$ cat src/rtl/mic_adc_capture.sv
// Paces ADC conversions at SAMPLE_DIV, reads a 12-bit serial ADC over 3-wire SPI, emits signed 16-bit PCM.
// Latency: Sample_Valid rises 34*SCLK_DIV+1 Clk after the Cs_n falling edge.
// Backpressure: none; Sample_Valid is a one-Clk strobe, and a tick during a busy frame is dropped and flags Overrun.
// Optional: define MIC_AVG2_EN to output the mean of the current and previous samples.
module mic_adc_capture #(
    parameter int SCLK_DIV   = 8,
    parameter int SAMPLE_DIV = 6250
) (
    input  logic        Clk,
    input  logic        Reset,
    input  logic        En,
    input  logic        Miso,
    output logic        Sclk,
    output logic        Cs_n,
    output logic [15:0] Audio_Sample,
    output logic        Sample_Valid,
    output logic        Overrun
);

    localparam int TW = $clog2(SAMPLE_DIV + 1);

    typedef enum logic [2:0] {IDLE, SETUP, SHIFT, QUIET, DONE} state_t;

    state_t        state, state_nx;
    logic [TW-1:0] tmr;
    logic          tick;
    logic [7:0]    div_cnt, div_cnt_nx;
    logic          div_end;
    logic [3:0]    bit_cnt, bit_cnt_nx;
    // Only the last 12 bits of the 16-bit frame are kept; the four leading
    // zeros from the ADC simply shift out of the top of this register.
    logic [11:0]   raw, raw_nx;
    logic          sclk_nx, cs_n_nx, ovr_nx, valid_nx;
    logic [15:0]   sample_nx;
    logic [15:0]   conv;
    logic [15:0]   result;

    // Offset binary to two's complement, left-justified to 16 bits.
    assign conv    = {~raw[11], raw[10:0], 4'b0000};
    assign tick    = (tmr == TW'(SAMPLE_DIV - 1)) && En;
    assign div_end = (div_cnt == 8'(SCLK_DIV - 1));

`ifdef MIC_AVG2_EN
    logic [15:0] prev;

    // Two-tap mean over a 17-bit signed sum; truncation keeps sum[16:1].
    assign result = 16'(({conv[15], conv} + {prev[15], prev}) >> 1);

    // Remember the unaveraged sample for the next frame.
    always_ff @(posedge Clk or posedge Reset) begin
        if (Reset)
            prev <= '0;
        else if (state == DONE)
            prev <= conv;
    end
`else
    assign result = conv;
`endif

    // Free-running sample-period timer; runs whether or not En is set.
    always_ff @(posedge Clk or posedge Reset) begin
        if (Reset)
            tmr <= '0;
        else if (tmr == TW'(SAMPLE_DIV - 1))
            tmr <= '0;
        else
            tmr <= tmr + TW'(1);
    end

    // State and registered output update.
    always_ff @(posedge Clk or posedge Reset) begin
        if (Reset) begin
            state        <= IDLE;
            div_cnt      <= '0;
            bit_cnt      <= '0;
            raw          <= '0;
            Sclk         <= 1'b1;
            Cs_n         <= 1'b1;
            Audio_Sample <= '0;
            Sample_Valid <= 1'b0;
            Overrun      <= 1'b0;
        end else begin
            state        <= state_nx;
            div_cnt      <= div_cnt_nx;
            bit_cnt      <= bit_cnt_nx;
            raw          <= raw_nx;
            Sclk         <= sclk_nx;
            Cs_n         <= cs_n_nx;
            Audio_Sample <= sample_nx;
            Sample_Valid <= valid_nx;
            Overrun      <= ovr_nx;
        end
    end

    // Frame sequencing: next state and next values of the SPI pins and outputs.
    always_comb begin
        state_nx   = state;
        div_cnt_nx = div_cnt;
        bit_cnt_nx = bit_cnt;
        raw_nx     = raw;
        sclk_nx    = Sclk;
        cs_n_nx    = Cs_n;
        sample_nx  = Audio_Sample;
        valid_nx   = 1'b0;
        // A tick that finds the engine busy is dropped, not queued.
        ovr_nx     = Overrun | (tick && (state != IDLE));

        case (state)
            IDLE: begin
                sclk_nx = 1'b1;
                cs_n_nx = 1'b1;
                if (tick) begin
                    cs_n_nx    = 1'b0;
                    div_cnt_nx = '0;
                    state_nx   = SETUP;
                end
            end
            SETUP: begin
                if (div_end) begin
                    div_cnt_nx = '0;
                    bit_cnt_nx = '0;
                    sclk_nx    = 1'b0;
                    state_nx   = SHIFT;
                end else begin
                    div_cnt_nx = div_cnt + 8'd1;
                end
            end
            SHIFT: begin
                if (div_end) begin
                    div_cnt_nx = '0;
                    if (!Sclk) begin
                        // End of low phase: raise Sclk and capture the bit.
                        sclk_nx = 1'b1;
                        raw_nx  = {raw[10:0], Miso};
                    end else if (bit_cnt == 4'd15) begin
                        cs_n_nx  = 1'b1;
                        state_nx = QUIET;
                    end else begin
                        bit_cnt_nx = bit_cnt + 4'd1;
                        sclk_nx    = 1'b0;
                    end
                end else begin
                    div_cnt_nx = div_cnt + 8'd1;
                end
            end
            QUIET: begin
                if (div_end) begin
                    div_cnt_nx = '0;
                    state_nx   = DONE;
                end else begin
                    div_cnt_nx = div_cnt + 8'd1;
                end
            end
            DONE: begin
                sample_nx = result;
                valid_nx  = 1'b1;
                state_nx  = IDLE;
            end
            default: state_nx = IDLE;
        endcase
    end

endmodule

$ cat config.mk
export PLATFORM = sky130hd
export DESIGN_NAME = mic_adc_capture
export DESIGN_NICKNAME = d
export VERILOG_FILES = /design/src/rtl/mic_adc_capture.sv
export SDC_FILE = /design/constraint.sdc
export NUM_CORES = 1
export LEC_CHECK = 0
export ABC_CLOCK_PERIOD_IN_PS = 1600
export CAP_MARGIN = 30
export CORE_MARGIN = 2
export CORE_UTILIZATION = 50
export DETAILED_ROUTE_END_ITERATION = 8
export PLACE_DENSITY = 0.71
export SYNTH_ARGS = -nofsm -noshare
export SYNTH_HDL_FRONTEND = slang
export SYNTH_SLANG_ARGS = --single-unit
$ cat constraint.sdc
create_clock -name Clk -period 1.6 [get_ports Clk]
set_input_delay 0.32 -clock Clk [delete_from_list [all_inputs] [get_ports Clk]]
set_output_delay 0.32 -clock Clk [all_outputs]
set_load 0.005 [all_outputs]
==> flow_summary_export.csv, run 1 <==
group,metric,value,unit
critical_path,path_buf_inv,1,
finish,final_common_cell,"dfrtp_1",
synth,yosys.area_share.adder,0.0182,
global_routing,grt_max_degree,57,
synth,synthSimpleGateAreaFrac,0.227,
outcome,outcome,"finished, violations left",
critical_path,worst-path-max-fanout,12,
global_routing,antenna_found_initial,0,
synth,yosysSeqAreaShare,0.511,
synth,synth_top_family_by_area,"simple AND/OR/NAND/NOR gates",
flow_run,maxCapViolCount,0,
critical_path,worstPathCellList,"ha_2 -> and4bb_4 -> and2_4 -> nand4b_4 -> buf_12 -> mux2_4",
clocking,numCtsBuffers,5,
die,die-area,6100,um2
route,wl_per_cell,13.9,um
power,power_density,704,nW/um2
synth,synth_ff_type,"dfrtp_1",
critical_path,max_stage_delay,370,ps
finish,antenna_cells,0,
critical_path,startpoint_type,"flip-flop",
worst_hold_path,min_path_type,"input port to async pin",
route,drt_iter0_markers,159,
finish,drive_gt1_frac,0.244,
critical_path,r2r_slack,-20,ps
synth,synth_cell_types,54,
synth,synth_seq_cells,56,
timing,fin_crit,1620,ps
placement,placement.io_buffers,19,
route,avgViaCountPerCell,5.38,
synth,synth_compound_area_frac,0.0952,
clocking,cts.htree.levels,2,
clocking,clkLatencyLatePin,300,ps
synth,yosys_warnings,0,
clocking,path_clk_slew,100,ps
critical_path,reg2regPathDepth,6,
critical_path,critPathRequiredTime,1790,ps
route,ant_nets,0,
clocking,cts_hold_buf,0,
global_routing,grt_pass1_vias,2059,
die,io_pins,24,
critical_path,r2r-end,"raw[2]$_DFFE_PP0P_",
critical_path,slowest_stage,"dfrtp_1",
timing,final-hold-violation-count,0,
timing,finalWorstSetupSlack,-16.1,ps
synth,netlist_area,2750,um2
synth,syn_area_per_cell,10.6,um2
die,die_h,78.1,um
die,floorplan.initialDensity,0.528,
placement,gp_congestion,0.798,
power,total_power,0.00240,W
synth,synthXorXnorAreaFrac,0.0319,
finish,finish.utilization,0.656,
route,dr.pass1.iters,4,
timing,slew_violations,0,
synth,ys_async_sr_fraction,1.00,
timing,grt_setup_unrepaired,"yes",
critical_path,crit_path_end_kind,"flip-flop",
route,drt-total-wl,5.31,mm
critical_path,r2r_start,"div_cnt[1]$_DFFE_PP0P_",
synth,synth-edff-count,0,
critical_path,crit_type,"flip-flop to flip-flop",
finish,nets,319,
outcome,violations,"setup timing",
finish,fillers,426,
power,leakagePower,1.68,nW
die,row_count,26,
critical_path,worstPathArrival,1810,ps
synth,synthMuxAreaShare,0.0738,
route,vias,2056,
global_routing,track_usage,0.192,
placement,dp_hpwl,3.73,mm
clocking,cts_sinks,56,
timing,post-route-period-util,1.01,
critical_path,critical_path.top_delay_family,"simple AND/OR/NAND/NOR gates",
timing,finalSetupViolCount,12,
synth,syn_inst,260,
clocking,cts_tree,"built",
route,drc,0,
die,coreArea,5200,um2
clocking,clk_path_buf_depth,2,
timing,timing.fmax,619,MHz
finish,final_cell_mix,"dfrtp_1, nand2_1, buf_4",
clocking,clockRootBuffer,"clkbuf_8",
global_routing,grt_pass1_wl,9.43,mm
die,die_w,78.1,um
finish,syn_to_final_growth,24.3,%
global_routing,grt_overflow_total,0,
timing,clock_skew,6.73,ps
power,ir_drop,0.709,mV
==> state kept, by name (all words and copies together), names as in the netlist <==
| register | flops |
|---|---|
| Sample_Valid | 1 |
| state | 3 |
| tmr | 13 |
| Overrun | 1 |
| Sclk | 1 |
| Cs_n | 1 |
| raw | 12 |
| Audio_Sample | 12 |
| bit_cnt | 4 |
| div_cnt | 8 |
==> metrics by stage <==
stage                     hold slack (ps)  cell area, um2  worst slack (ps)  cells  setup TNS [ps]
after floorplan                       400            2770              -103    263           -1030
after global placement                461            3220              19.2    369               0
after detailed placement              462            3220             -34.3    369           -86.7
after CTS                             456            3370             -21.1    379            -157
after global routing                  482            3420             -69.3    382            -793
final                                 445            3420             -16.1    382            -116
==> cell families after synthesis <==
kind of cell	Yosys count
adders and majority gates	4
muxes	15
AOI/OAI and AO/OA	34
other	1
xor gates and xnor gates	10
DFF	56
buffers and inverters	22
and+or+nand+nor	118
==> area by class of cell <==
class / count / area (um2) / share of cell area
Inverter: 7 / 30.0 / 0.00879
Timing Repair Buffer: 56 / 490 / 0.144
Tap cell: 70 / 87.6 / 0.0256
Sequential cell: 56 / 1410 / 0.412
Clock inverter: 2 / 38.8 / 0.0114
Multi-Input combinational cell: 185 / 1290 / 0.378
Clock buffer: 6 / 72.6 / 0.0212
==> repair_timing <==
action,CTS,global route
gates resized for setup,8,6
pin swaps,0,6
cloned,0,0
setup buffers,2,3
setup endpoints to repair,19,19
==> synthesized netlist by cell type (2+ instances only) <==
cell type,count,area share
dfrtp_1,54,0.49
nand2_1,49,0.067
nand3_1,16,0.029
nor2_1,12,0.016
mux2_4,10,0.055
nor3_1,7,0.013
a21oi_1,6,0.011
inv_1,6,0.0082
nand4_1,6,0.014
xnor2_1,6,0.019
and3_1,5,0.011
buf_4,5,0.014
clkbuf_1,5,0.0068
o21ai_0,5,0.0091
and4_1,4,0.013
buf_2,4,0.0073
ha_1,4,0.018
nor4_1,4,0.0091
xor2_1,4,0.013
a211o_1,3,0.0096
and2_1,3,0.0068
mux2i_1,3,0.011
a21o_1,2,0.0055
a22o_1,2,0.0064
dfstp_2,2,0.019
mux2_1,2,0.0082
nor2b_1,2,0.0046
o21a_1,2,0.0055
o21bai_1,2,0.0055
==> tightest hold or removal path: stages <==
cell and delay [ps]:
clkdlybuf4s50_1 450, clkinvlp_4 100, buf_12 280
==> per-layer routing <==
metal  wire [um]  track usage  up-vias  part of all wire
li1            -            -     1002                 -
met1        2540        0.263     1017              0.48
met2        2580        0.317       33              0.49
met3         140       0.0345        4             0.026
met4          44       0.0474        0            0.0083
met5           0            0        -                 0
==> where the power goes <==
group	total [W]	switching, W	leakage, nW	internal [W]
logic	0.0000474	0.0000334	0.886	0.0000140
registers	0.00142	0.00000121	0.736	0.00142
clock network	0.000939	0.000465	0.0558	0.000474
total	0.00240	0.000500	1.68	0.00190
==> worst max path at each step <==
stage | from | endpoint | slack, ps | cells after the start
finish | div_cnt[1]$_DFFE_PP0P_ | raw[2]$_DFFE_PP0P_ | -20 | 6
global route | div_cnt[1]$_DFFE_PP0P_ | raw[11]$_DFFE_PP0P_ | -70 | 6
CTS | div_cnt[1]$_DFFE_PP0P_ | raw[10]$_DFFE_PP0P_ | -20 | 6
detailed placement | tmr[9]$_DFF_PP0_ | div_cnt[6]$_DFFE_PP0P_ | -30 | 4
global placement | div_cnt[1]$_DFFE_PP0P_ | raw[11]$_DFFE_PP0P_ | 20 | 6
floorplan | div_cnt[0]$_DFFE_PP0P_ | raw[0]$_DFFE_PP0P_ | -100 | 6
Note: power is estimated with default switching activity, not from simulation.
==> inputs of run 2 (changes only) <==
- CORE_ASPECT_RATIO: default -> 0.8
==> flow_summary_export.csv, run 2 (synthesis gave the netlist of run 1 again) <==
group,metric,value,unit
critical_path,crit_path_end_kind,"flip-flop",
timing,finalWorstSetupSlack,-41.7,ps
die,coreArea,5380,um2
placement,placement.io_buffers,19,
timing,fin_crit,1640,ps
timing,clock_skew,5.02,ps
die,die_h,70.3,um
power,total_power,0.00242,W
critical_path,startpoint_type,"flip-flop",
route,avgViaCountPerCell,5.41,
outcome,outcome,"finished, violations left",
timing,final-hold-violation-count,0,
power,p_int,0.00190,W
route,drt-total-wl,5.51,mm
clocking,clockRootBuffer,"clkbuf_8",
finish,reg_top3,"tmr: 13 flops, Audio_Sample: 12 flops, raw: 12 flops",
clocking,numCtsBuffers,5,
finish,largest_register,"tmr",
power,power_density,715,nW/um2
timing,tns,-310,ps
power,comb_power_share,0.020,
route,dr.pass1.iters,4,
flow_run,maxCapViolCount,0,
critical_path,crit_type,"flip-flop to flip-flop",
die,floorplan.initialDensity,0.511,
power,p_clk_frac,0.396,
global_routing,grt_overflow_total,0,
route,drt_iter0_markers,81,
critical_path,worst-path-max-fanout,10,
global_routing,track_usage,0.192,
finish,largest_register_ffs,13,
global_routing,antenna_found_initial,0,
die,io_pins,24,
clocking,clkLatencyLatePin,310,ps
critical_path,r2r_slack,-40,ps
finish,final_common_cell,"dfrtp_1",
route,vias,2038,
global_routing,grt_max_degree,57,
clocking,path_clk_slew,100,ps
global_routing,grt_pass1_vias,1966,
route,drc,0,
timing,slew_violations,0,
die,row_count,24,
route,wl_per_cell,14.6,um
finish,drive_gt1_frac,0.237,
finish,syn_to_final_growth,23.5,%
critical_path,critPathRequiredTime,1800,ps
clocking,cts_sinks,56,
timing,timing.fmax,609,MHz
global_routing,grt_pass1_wl,9.25,mm
clocking,cts.htree.levels,2,
worst_hold_path,min_path_type,"input port to async pin",
placement,gp_congestion,0.811,
finish,nets,319,
clocking,cts_tree,"built",
finish,antenna_cells,0,
timing,finalSetupViolCount,11,
outcome,violations,"setup timing",
critical_path,worstPathArrival,1840,ps
clocking,clk_path_buf_depth,2,
timing,grt_setup_unrepaired,"yes",
finish,final_cell_mix,"dfrtp_1, nand2_1, buf_4",
power,seqPwrFrac,0.585,
die,die-area,6110,um2
route,ant_nets,0,
power,ir_drop,0.526,mV
power,leakagePower,1.68,nW
timing,post-route-period-util,1.03,
die,die_w,86.9,um
placement,dp_hpwl,3.77,mm
power,switching_share,0.215,
power,switchingPower,0.000521,W
clocking,cts_hold_buf,0,
==> run 2: changes by cell type in the layout (fill, tap and decap cells not counted), sizes merged <==
| cell | previous run | this run |
|---|---|---|
| clkinv | 0 | 2 |
| clkbuf | 6 | 5 |
| inv | 7 | 6 |
==> run 2: power by group through the flow <==
stage | registers [W] | clock network, W | logic [W]
3_3_place_gp | 0.00144 | 0 | 0.0000488
2_1_floorplan | 0.00144 | 0 | 0.0000323
3_5_place_dp | 0.00144 | 0 | 0.0000493
5_1_grt | 0.00142 | 0.00103 | 0.0000546
6_report | 0.00142 | 0.000959 | 0.0000473
4_1_cts | 0.00142 | 0.000972 | 0.0000492
==> run 2: layout make-up <==
| cell class | count | area, um2 |
|---|---|---|
| well taps | 65 | 81.3 |
| inverters | 7 | 30.0 |
| fillers | 448 | 1980 |
| multi-input cells | 185 | 1270 |
| flip-flops and latches | 56 | 1400 |
| repair buffers | 56 | 494 |
| clock inverters | 3 | 47.5 |
| clock buffers | 5 | 68.8 |
==> run 2: what timing repair did <==
item | 4_1_cts | 5_1_grt
hold endpoints to repair | 0 | 0
pin swaps | 1 | 1
setup buffers | 2 | 2
resized for setup | 5 | 5
endpoints found under the setup margin | 14 | 20
==> run 2: critical path, stage by stage, from the launching register on <==
cell and delay, ps:
dfrtp_1 370, ha_2 180, and4bb_4 230, and2_4 150, nand4b_4 120, buf_12 180, mux2_4 300
==> run 2: per-layer routing <==
metal / up-vias / routed length [um] / global-route usage
li1: 1008 / - / -
met1: 987 / 2740 / 0.286
met2: 33 / 2520 / 0.288
met3: 10 / 156 / 0.0343
met4: 0 / 87 / 0.0538
met5: - / 0 / 0
==> run 2: worst paths after layout <==
path                                         from                      endpoint  cells after the start
max in group asynchronous                   Reset              Sclk$_DFFE_PP1P_                      3
min reg2reg                   raw[11]$_DFFE_PP0P_  Audio_Sample[15]$_DFFE_PP0P_                      1
max                        div_cnt[1]$_DFFE_PP0P_            raw[8]$_DFFE_PP0P_                      6
max reg2reg                div_cnt[1]$_DFFE_PP0P_            raw[8]$_DFFE_PP0P_                      6
min in group Clk              raw[11]$_DFFE_PP0P_  Audio_Sample[15]$_DFFE_PP0P_                      1
min                                         Reset        div_cnt[2]$_DFFE_PP0P_                      3
==> run 2: stage by stage <==
step | instances | setup WS (ps) | hold WS, ps | area [um2] | util
finish | 377 | -41.7 | 420 | 3390 | 0.631
global route | 377 | -108 | 444 | 3390 | 0.631
CTS | 375 | -45.6 | 434 | 3360 | 0.625
detailed placement | 365 | -25.8 | 461 | 3220 | 0.599
global placement | 365 | 12.3 | 458 | 3220 | 0.599
floorplan | 263 | -103 | 400 | 2770 | -
==> inputs of run 3 (changes only) <==
- CTS_CLUSTER_SIZE: default -> 16
==> results of run 3 <==
Final layout, timing and power as in run 2 (identical DEF).
